<file path="src/rtl/uart_pkg.sv">
// Shared UART receive definitions: parity mode encodings, RX FSM states, 2-of-3 vote helper.
package uart_pkg;

    localparam logic [1:0] PAR_NONE = 2'd0;
    localparam logic [1:0] PAR_EVEN = 2'd1;
    localparam logic [1:0] PAR_ODD  = 2'd2;

    typedef enum logic [2:0] {
        IDLE     = 3'd0,
        START    = 3'd1,
        DATA     = 3'd2,
        PARITY   = 3'd3,
        STOP     = 3'd4,
        BRK_WAIT = 3'd5
    } state_t;

    function automatic logic maj3(input logic a, input logic b, input logic c);
        return (a & b) | (a & c) | (b & c);
    endfunction

endpackage

</file>
<file path="src/rtl/uart_rx_sync.sv">
// Two-flop synchroniser for an idle-high asynchronous line; resets to 1 so reset never looks like a start bit.
module uart_rx_sync (
    input  logic clk,
    input  logic reset,
    input  logic d,
    output logic q
);

    logic meta;

    always_ff @(posedge clk) begin
        if (reset) begin
            meta <= 1'b1;
            q    <= 1'b1;
        end else begin
            meta <= d;
            q    <= meta;
        end
    end

endmodule

</file>
<file path="src/rtl/uart_rx_v2.sv">
// Oversampled UART receiver with parity, break and overrun detection and a valid/ready output slot.
// Optional macro UART_RX_MAJORITY_EN: 2-of-3 vote over the last three oversamples of each bit.
module uart_rx_v2
    import uart_pkg::*;
#(
    parameter int DBIT       = 8,
    parameter int OVERSAMPLE = 16,
    parameter int SB_TICK    = 16
) (
    input  logic            clk,
    input  logic            reset,
    input  logic            rx,
    input  logic            s_tick,
    input  logic [1:0]      par_mode,
    output logic [DBIT-1:0] dout,
    output logic            dout_valid,
    input  logic            dout_ready,
    output logic            e_parity,
    output logic            e_frame,
    output logic            e_break,
    output logic            e_overrun,
    output logic            busy
);

    localparam int SMAX = (OVERSAMPLE > SB_TICK) ? OVERSAMPLE : SB_TICK;
    localparam int SW   = $clog2(SMAX);
    localparam int NW   = $clog2(DBIT);

`ifdef UART_RX_MAJORITY_EN
    localparam logic [SW-1:0] S_HALF = SW'(OVERSAMPLE/2);
`else
    localparam logic [SW-1:0] S_HALF = SW'(OVERSAMPLE/2 - 1);
`endif
    localparam logic [SW-1:0] S_BIT  = SW'(OVERSAMPLE - 1);
    localparam logic [SW-1:0] S_STOP = SW'(SB_TICK - 1);
    localparam logic [NW-1:0] N_LAST = NW'(DBIT - 1);

    state_t            state, state_n;
    logic [SW-1:0]     s, s_n;
    logic [NW-1:0]     n, n_n;
    logic [DBIT-1:0]   b, b_n;
    logic [1:0]        pm_reg, pm_n;
    logic              par, par_n;
    logic              rxs, bit_val, par_en, done, brk, pe;

    uart_rx_sync u_sync (
        .clk   (clk),
        .reset (reset),
        .d     (rx),
        .q     (rxs)
    );

`ifdef UART_RX_MAJORITY_EN
    localparam logic [SW-1:0] S_BIT_M3  = SW'(OVERSAMPLE - 3);
    localparam logic [SW-1:0] S_BIT_M2  = SW'(OVERSAMPLE - 2);
    localparam logic [SW-1:0] S_STOP_M3 = SW'(SB_TICK - 3);
    localparam logic [SW-1:0] S_STOP_M2 = SW'(SB_TICK - 2);

    logic          smp_a, smp_b;
    logic [SW-1:0] s_m3, s_m2;

    always_comb begin
        s_m3 = (state == STOP) ? S_STOP_M3 : S_BIT_M3;
        s_m2 = (state == STOP) ? S_STOP_M2 : S_BIT_M2;
    end

    always_ff @(posedge clk) begin
        if (reset) begin
            smp_a <= 1'b1;
            smp_b <= 1'b1;
        end else if (s_tick && (state == DATA || state == PARITY || state == STOP)) begin
            if (s == s_m3) smp_a <= rxs;
            if (s == s_m2) smp_b <= rxs;
        end
    end

    assign bit_val = maj3(smp_a, smp_b, rxs);
`else
    assign bit_val = rxs;
`endif

    assign par_en = (pm_reg == PAR_EVEN) || (pm_reg == PAR_ODD);
    assign pe     = par_en && ((^b ^ par) != (pm_reg == PAR_ODD));
    // A break is an all-zero frame, including parity and stop.
    assign brk    = (b == '0) && (!par_en || !par) && !bit_val;
    assign busy   = (state != IDLE);

    always_ff @(posedge clk) begin
        if (reset) begin
            state  <= IDLE;
            s      <= '0;
            n      <= '0;
            b      <= '0;
            pm_reg <= PAR_NONE;
            par    <= 1'b0;
        end else begin
            state  <= state_n;
            s      <= s_n;
            n      <= n_n;
            b      <= b_n;
            pm_reg <= pm_n;
            par    <= par_n;
        end
    end

    always_comb begin
        state_n = state;
        s_n     = s;
        n_n     = n;
        b_n     = b;
        pm_n    = pm_reg;
        par_n   = par;
        done    = 1'b0;
        case (state)
            IDLE: begin
                if (!rxs) begin
                    state_n = START;
                    s_n     = '0;
                    pm_n    = par_mode;
                end
            end
            START: begin
                if (s_tick) begin
                    if (s == S_HALF) begin
                        state_n = rxs ? IDLE : DATA;
                        s_n     = '0;
                        n_n     = '0;
                    end else begin
                        s_n = s + 1'b1;
                    end
                end
            end
            DATA: begin
                if (s_tick) begin
                    if (s == S_BIT) begin
                        s_n = '0;
                        b_n = {bit_val, b[DBIT-1:1]};
                        if (n == N_LAST) begin
                            n_n     = '0;
                            state_n = par_en ? PARITY : STOP;
                        end else begin
                            n_n = n + 1'b1;
                        end
                    end else begin
                        s_n = s + 1'b1;
                    end
                end
            end
            PARITY: begin
                if (s_tick) begin
                    if (s == S_BIT) begin
                        par_n   = bit_val;
                        s_n     = '0;
                        state_n = STOP;
                    end else begin
                        s_n = s + 1'b1;
                    end
                end
            end
            STOP: begin
                if (s_tick) begin
                    if (s == S_STOP) begin
                        s_n     = '0;
                        done    = 1'b1;
                        state_n = brk ? BRK_WAIT : IDLE;
                    end else begin
                        s_n = s + 1'b1;
                    end
                end
            end
            BRK_WAIT: begin
                if (rxs) state_n = IDLE;
            end
            default: state_n = IDLE;
        endcase
    end

    // Single-entry output slot; a frame arriving while it is full is dropped and flagged.
    always_ff @(posedge clk) begin
        if (reset) begin
            dout       <= '0;
            dout_valid <= 1'b0;
            e_parity   <= 1'b0;
            e_frame    <= 1'b0;
            e_break    <= 1'b0;
            e_overrun  <= 1'b0;
        end else if (done) begin
            if (!dout_valid || dout_ready) begin
                dout       <= b;
                dout_valid <= 1'b1;
                e_parity   <= pe;
                e_frame    <= !bit_val;
                e_break    <= brk;
                e_overrun  <= 1'b0;
            end else begin
                e_overrun  <= 1'b1;
            end
        end else if (dout_valid && dout_ready) begin
            dout_valid <= 1'b0;
            e_parity   <= 1'b0;
            e_frame    <= 1'b0;
            e_break    <= 1'b0;
            e_overrun  <= 1'b0;
        end
    end

endmodule

</file>
<file path="config.mk">
export PLATFORM = sky130hd
export DESIGN_NAME = uart_rx_v2
export DESIGN_NICKNAME = d
export VERILOG_FILES = /design/src/rtl/uart_pkg.sv /design/src/rtl/uart_rx_sync.sv /design/src/rtl/uart_rx_v2.sv
export SDC_FILE = /design/constraint.sdc
export NUM_CORES = 1
export LEC_CHECK = 0
export CAP_MARGIN = 20
export CORE_MARGIN = 2
export CORE_UTILIZATION = 30
export CTS_BUF_LIST = sky130_fd_sc_hd__clkbuf_16
export DETAILED_ROUTE_END_ITERATION = 10
export PLACE_DENSITY = 0.56
export REMOVE_ABC_BUFFERS = 1
export SLEW_MARGIN = 30
export SYNTH_ARGS = -nofsm -noshare
export SYNTH_HDL_FRONTEND = slang
export SYNTH_SLANG_ARGS = --single-unit
export TNS_END_PERCENT = 5
</file>
<file path="constraint.sdc">
create_clock -name clk -period 2.6 [get_ports clk]
set_input_delay 0.78 -clock clk [delete_from_list [all_inputs] [get_ports clk]]
set_output_delay 0.78 -clock clk [all_outputs]
set_load 0.005 [all_outputs]
</file>
**Word level (Yosys, flattened, before mapping)**

Cells that the tools add are included.

- Word-level logic and storage cells: 110
- Bits in registers: 36
- Output and inout bits: 14

- Reduce and logical (&&, ||, !) cells: 27
- Add/sub/neg operators: 2
- Muxes and demuxes: 41
- Equality and inequality tests: 24
- Bitwise logic cells: 2

Operators by type and width:

| kind | number |
|---|---|
| 3-bit two-way mux | 18 |
| 4-bit two-way mux | 5 |
| 2-bit inequality test (second input constant) | 10 |
| 3-bit one-hot mux with 6 select lines | 1 |
| 1-bit two-way mux | 14 |
| 4-bit one-hot mux with 3 select lines | 1 |
| 11-bit AND reduction | 1 |
| 3-bit == test (second input constant) | 3 |
| 8-bit zero test | 1 |
| 8-bit XOR reduction | 1 |
| 3-bit by 2-bit == test with 1-bit output (second input constant) | 2 |
| 2-bit by 1-bit inequality test with 1-bit output (second input constant) | 3 |
| 3-bit one-hot mux with 2 select lines | 1 |
| 2-bit AND reduction | 3 |
| 3-bit AND reduction | 2 |
| 3-bit nonzero test | 2 |
| 5-bit AND reduction | 1 |
| 4-bit by 1-bit adder with 4-bit output (second input constant) | 1 |
| 4-bit by 3-bit == test with 1-bit output (second input constant) | 1 |
| 4-bit == test (second input constant) | 1 |
| 1-bit logical AND | 4 |
| 1-bit zero test | 4 |
| 4-bit AND reduction | 1 |
| 2-bit nonzero test | 2 |
| 11 further kinds | 13 |

**Logic depth before layout (Yosys ltp)**

- Depth after elaboration: 10
- Mapped depth: 7
- Mapped depth without buffers: 7

**Hierarchy**

From an unflattened synthesis, not the netlist that was laid out.

- Cell total of the unflattened synthesis: 192
- Area, all modules: 1785.5 sq um

By module, submodules not included:

| module | times used | seq. area each (sq um) | cells an instance | area an instance (sq um) |
|---|---|---|---|---|
| uart_rx_v2 | 1 | 680.7 | 188 | 1732.9 |
| uart_rx_sync | 1 | 40.0 | 4 | 52.6 |

**Worst setup path before layout**

No wires, ideal clock.

- Path type: input to register
- From: in s_tick
- To: reg state[1]
- Data arrival time: 1.782 ns
- Library setup time: 0.117 ns
- Path slack: 0.701 ns
- Stages on the path: 5
- Path through: and4_1 -> o22a_1 -> a221oi_2 -> nor2_1 -> a32o_1

- Cells in the longest elaborated chain, start to end: 2

RTL lines:

| item | RTL line | text |
|---|---|---|
| start, declared | uart_rx_v2.sv:13 | `input logic s_tick,` |
| 2-bit inequality test (no source line) | - |  |
| 11-bit AND reduction (no source line) * | - |  |
| end signal, assigned | uart_rx_v2.sv:97 | `state <= state_n;` |
| end, declared | uart_rx_v2.sv:38 | `state_t state, state_n;` |

Mark *: on every way between the ends. The rest lies on a longest branch, timed or not.
A chain may end at the register's enable or synchronous reset.

**Final worst setup path**

- From: reg state[2]
- To: out busy

- Cells in the longest elaborated chain, start to end: 1

RTL lines:

| item | RTL line | text |
|---|---|---|
| 3-bit nonzero test | uart_rx_v2.sv:86 | `assign busy = (state != IDLE);` |
| end, declared | uart_rx_v2.sv:22 | `output logic busy` |

No other way between the ends.

==> run summary <==
* area growth from synthesis to final layout: 24.3%
* switching part of the total: 20.0%
* buffers plus inverters on the worst setup path: 1
* maximum resistive drop on vdd: 0.232 mV
* vias after detailed routing: 1449
* Initial Util: 31.1%
* post-route insts no fill: 300
* Core Area: 0.00596 mm^2
* worst hold slack: 0.412 ns
* residual antenna-violating net count after detailed routing: 0
* number of antenna violations at the first check in global routing: 0
* clock root buffer: clkbuf_16
* Routed wire per std cell: 12.5 um
* post-cts repair resize count: 0
* number of remaining DRC errors: 0
* kind of critical path: reg2out
* fraction of power consumed by sequential logic: 43.4%
* register bit total from synthesis: 36
* CTS Buffer Depth: 2
* placed cell count: 292
* share of the yosys chip area belonging to registers: 39.0%
* routability cong.: 0.863
* horizontal die dimension: 82.5 um
* combinational fraction of design power: 3.9%
* total negative slack: 0 ns
* Max stage delay cell, worst path: clkdlybuf4s50_1
* met3 usage in global routing: 3.91%
* vias in the first global route: 1332
* number of setup violations in the final report: 0
* most heavily used metal layer in global routing: met2
* Min Clock Period, post-route: 2.30 ns
* worst path cell trace: or3_1 > clkdlybuf4s50_1
* class of the most critical hold timing path: reg2reg
* Slew headroom: 70.0%
* antenna cells: 0
* NetSw: 0.257 mW
* CP delay by family, top: buffers and inverters
* met2 Resource Use GR: 17.7%
* library cells used by synthesis: 48
* nature of the critical path startpoint: flop
* Hold Violations, Final: 0
* DRC marker count from the first detailed-route iteration: 144
* CP peak stage delay: 0.48 ns
* Worst Setup End Kind: output port
* syn_area_per_cell: 9.15 um^2
* number of I/O port buffers: 20
* cell count after synthesis: 202
* setup repair after global routing missed its margin: false
* clock tree from TritonCTS: done
* met1 usage: 16.6%
* area of the die: 0.00681 mm^2
* clock latency on the worst-skew pair: 0.28 ns
* clock-pin transition on the worst setup and hold timing paths: 0.06 ns
* post-CTS setup-driven buffer insertion count: 0
* Max H-tree Level: 2
* Total Nets Final: 239
* cell leakage power: 0.886 nW
* Yosys warnings: 0
* post-synthesis cell area: 0.00185 mm^2
* share of the cycle needed by the critical path after routing: 88.5%
* average vias per placed instance: 4.83
* detailed-routing iteration count for the pre-antenna-repair pass: 4
* Post-CTS Hold Buffers: 0
* Top Registers: b: 8 flops, dout: 8 flops, s: 4 flops
* final wirelength: 3.75 mm
* wire length of the first global-routing pass: 6.31 mm
* worst-path maximum fanout: 5
* Overflow after GRT: 0
* clock sink total: 36
* power density over the cells: 559 mW/mm^2
* PnR Total Power: 1.28 mW
* Slew Limit Fails: 0
* proportion of register bits with asynchronous set or reset after synthesis: 0%
* Ports: 21
* required arrival time at the worst endpoint: 1.82 ns
* number of enable-type register cells in the synthesized netlist: 0
* Data arrival, critical path: 1.52 ns
* relative contribution of the clock network to total power: 52.7%
* outcome: complete, no violations
* HPWL after detailed placement: 2.62 mm
* most used flip-flop cell after synthesis: dfxtp_1
* fraction of final layout cells with drive strength greater than 1: 11.6%
* transition time of the tightest slew-check pin: 0.448 ns
* largest net degree at the start of global routing: 21
* Highest Clock Rate: 0.435 GHz
* count of max-cap constraint violations: 0
* FP Rows: 28
* internal power summed over all cells: 1.03 mW
* worst clock skew on the final layout: 0.00444 ns
* cts bufs inserted: 5
* Die Span Y: 82.5 um
* total routing resource utilization after global routing: 12.4%
## Yosys cell counts (2+ instances only)
library cell | number | share of area [%]
nand2_1 | 9 | 1.8
buf_2 | 4 | 1.1
buf_6 | 2 | 1.2
dfxtp_1 | 36 | 39
clkbuf_1 | 6 | 1.2
o21ai_1 | 3 | 0.81
nand2b_1 | 4 | 1.4
a32o_1 | 2 | 1.1
mux2i_1 | 23 | 12
ha_1 | 8 | 5.4
nand3_1 | 4 | 1.1
and3_1 | 2 | 0.68
o22ai_1 | 2 | 0.68
o21ai_0 | 2 | 0.54
or2_2 | 2 | 0.68
nand4b_1 | 2 | 0.95
nor2_1 | 32 | 6.5
nor3_1 | 3 | 0.81
a21oi_1 | 8 | 2.2
xnor2_1 | 5 | 2.4
a2bb2oi_1 | 2 | 0.95
inv_1 | 11 | 2.2
or3_1 | 4 | 1.4
o21bai_1 | 2 | 0.81
## final cells by class
cell class | instances | area (um^2)
Clock buffer | 5 | 125
Inverter | 12 | 45.0
Multi-Input combinational cell | 142 | 1020
Fill cell | 641 | 3660
Clock inverter | 3 | 42.5
Tap cell | 75 | 93.8
Sequential cell | 36 | 721
Timing Repair Buffer | 27 | 253
## cell usage in the layout (no fill, tap or decap), drive strengths merged, types with 2 or more instances in the layout
cell type,netlist,final
dfxtp,36,36
nor2,33,33
mux2i,23,23
clkdlybuf4s50,0,20
inv,12,12
nand2,9,9
a21oi,8,8
ha,8,8
buf,6,7
xnor2,5,5
clkbuf,6,5
o21ai,5,5
or3,4,4
nand2b,4,4
nand3,4,4
nor3,3,3
or2,2,2
and3,2,2
o22ai,2,2
o21bai,2,2
a32o,2,2
nand4b,2,2
a2bb2oi,2,2
a2111oi,2,2
nor2b,2,2
## final timing paths
kind | startpoint | end | slack (ns) | cells after the start
min | u_sync.meta | u_sync.q | 0.41 | 1
max reg2reg | pm_reg[0] | state[2] | 0.68 | 7
max | state[2] | busy | 0.30 | 2
min reg2reg | u_sync.meta | u_sync.q | 0.41 | 1
## power groups by stage
stage	registers (mW)	clock network, mW	logic [mW]
global placement	0.569	0	0.0496
floorplan	0.569	0	0.0211
detailed placement	0.569	0	0.0497
global route	0.557	0.725	0.0543
finish	0.557	0.677	0.0498
CTS	0.557	0.697	0.0499
## worst reg2reg max path, cell delays in order (launching register included)
cell	delay (ns)
dfxtp_1	0.30
inv_1	0.04
ha_1	0.37
nand2b_1	0.14
nand3_1	0.12
or4_4	0.44
a2111oi_2	0.29
o21bai_1	0.15
## cell families after synthesis
group | after synthesis | share of synthesized area (%)
compound gates | 33 | 14.3
xor+xnor | 5 | 2.37
flops | 36 | 39.0
fa+ha+maj | 8 | 5.41
mux | 23 | 12.4
simple gates | 73 | 20.5
buf+inv | 24 | 5.95
## layer usage
layer | vias to the layer above | share of wire [%]
met5 | - | 0
met4 | 0 | 1.7
met3 | 4 | 4.1
met2 | 28 | 43
met1 | 659 | 51
li1 | 758 | -
## stage by stage
| stage | utilization, % | instance area, um^2 | setup slack [ns] |
|---|---|---|---|
| floorplan | - | 1780 | 0.528 |
| global placement | 35.8 | 2130 | 0.173 |
| detailed placement | 35.8 | 2130 | 0.148 |
| CTS | 38.6 | 2300 | 0.285 |
| global route | 38.6 | 2300 | 0.242 |
| finish | 38.6 | 2300 | 0.300 |
Power figures use the tool's default switching activity.
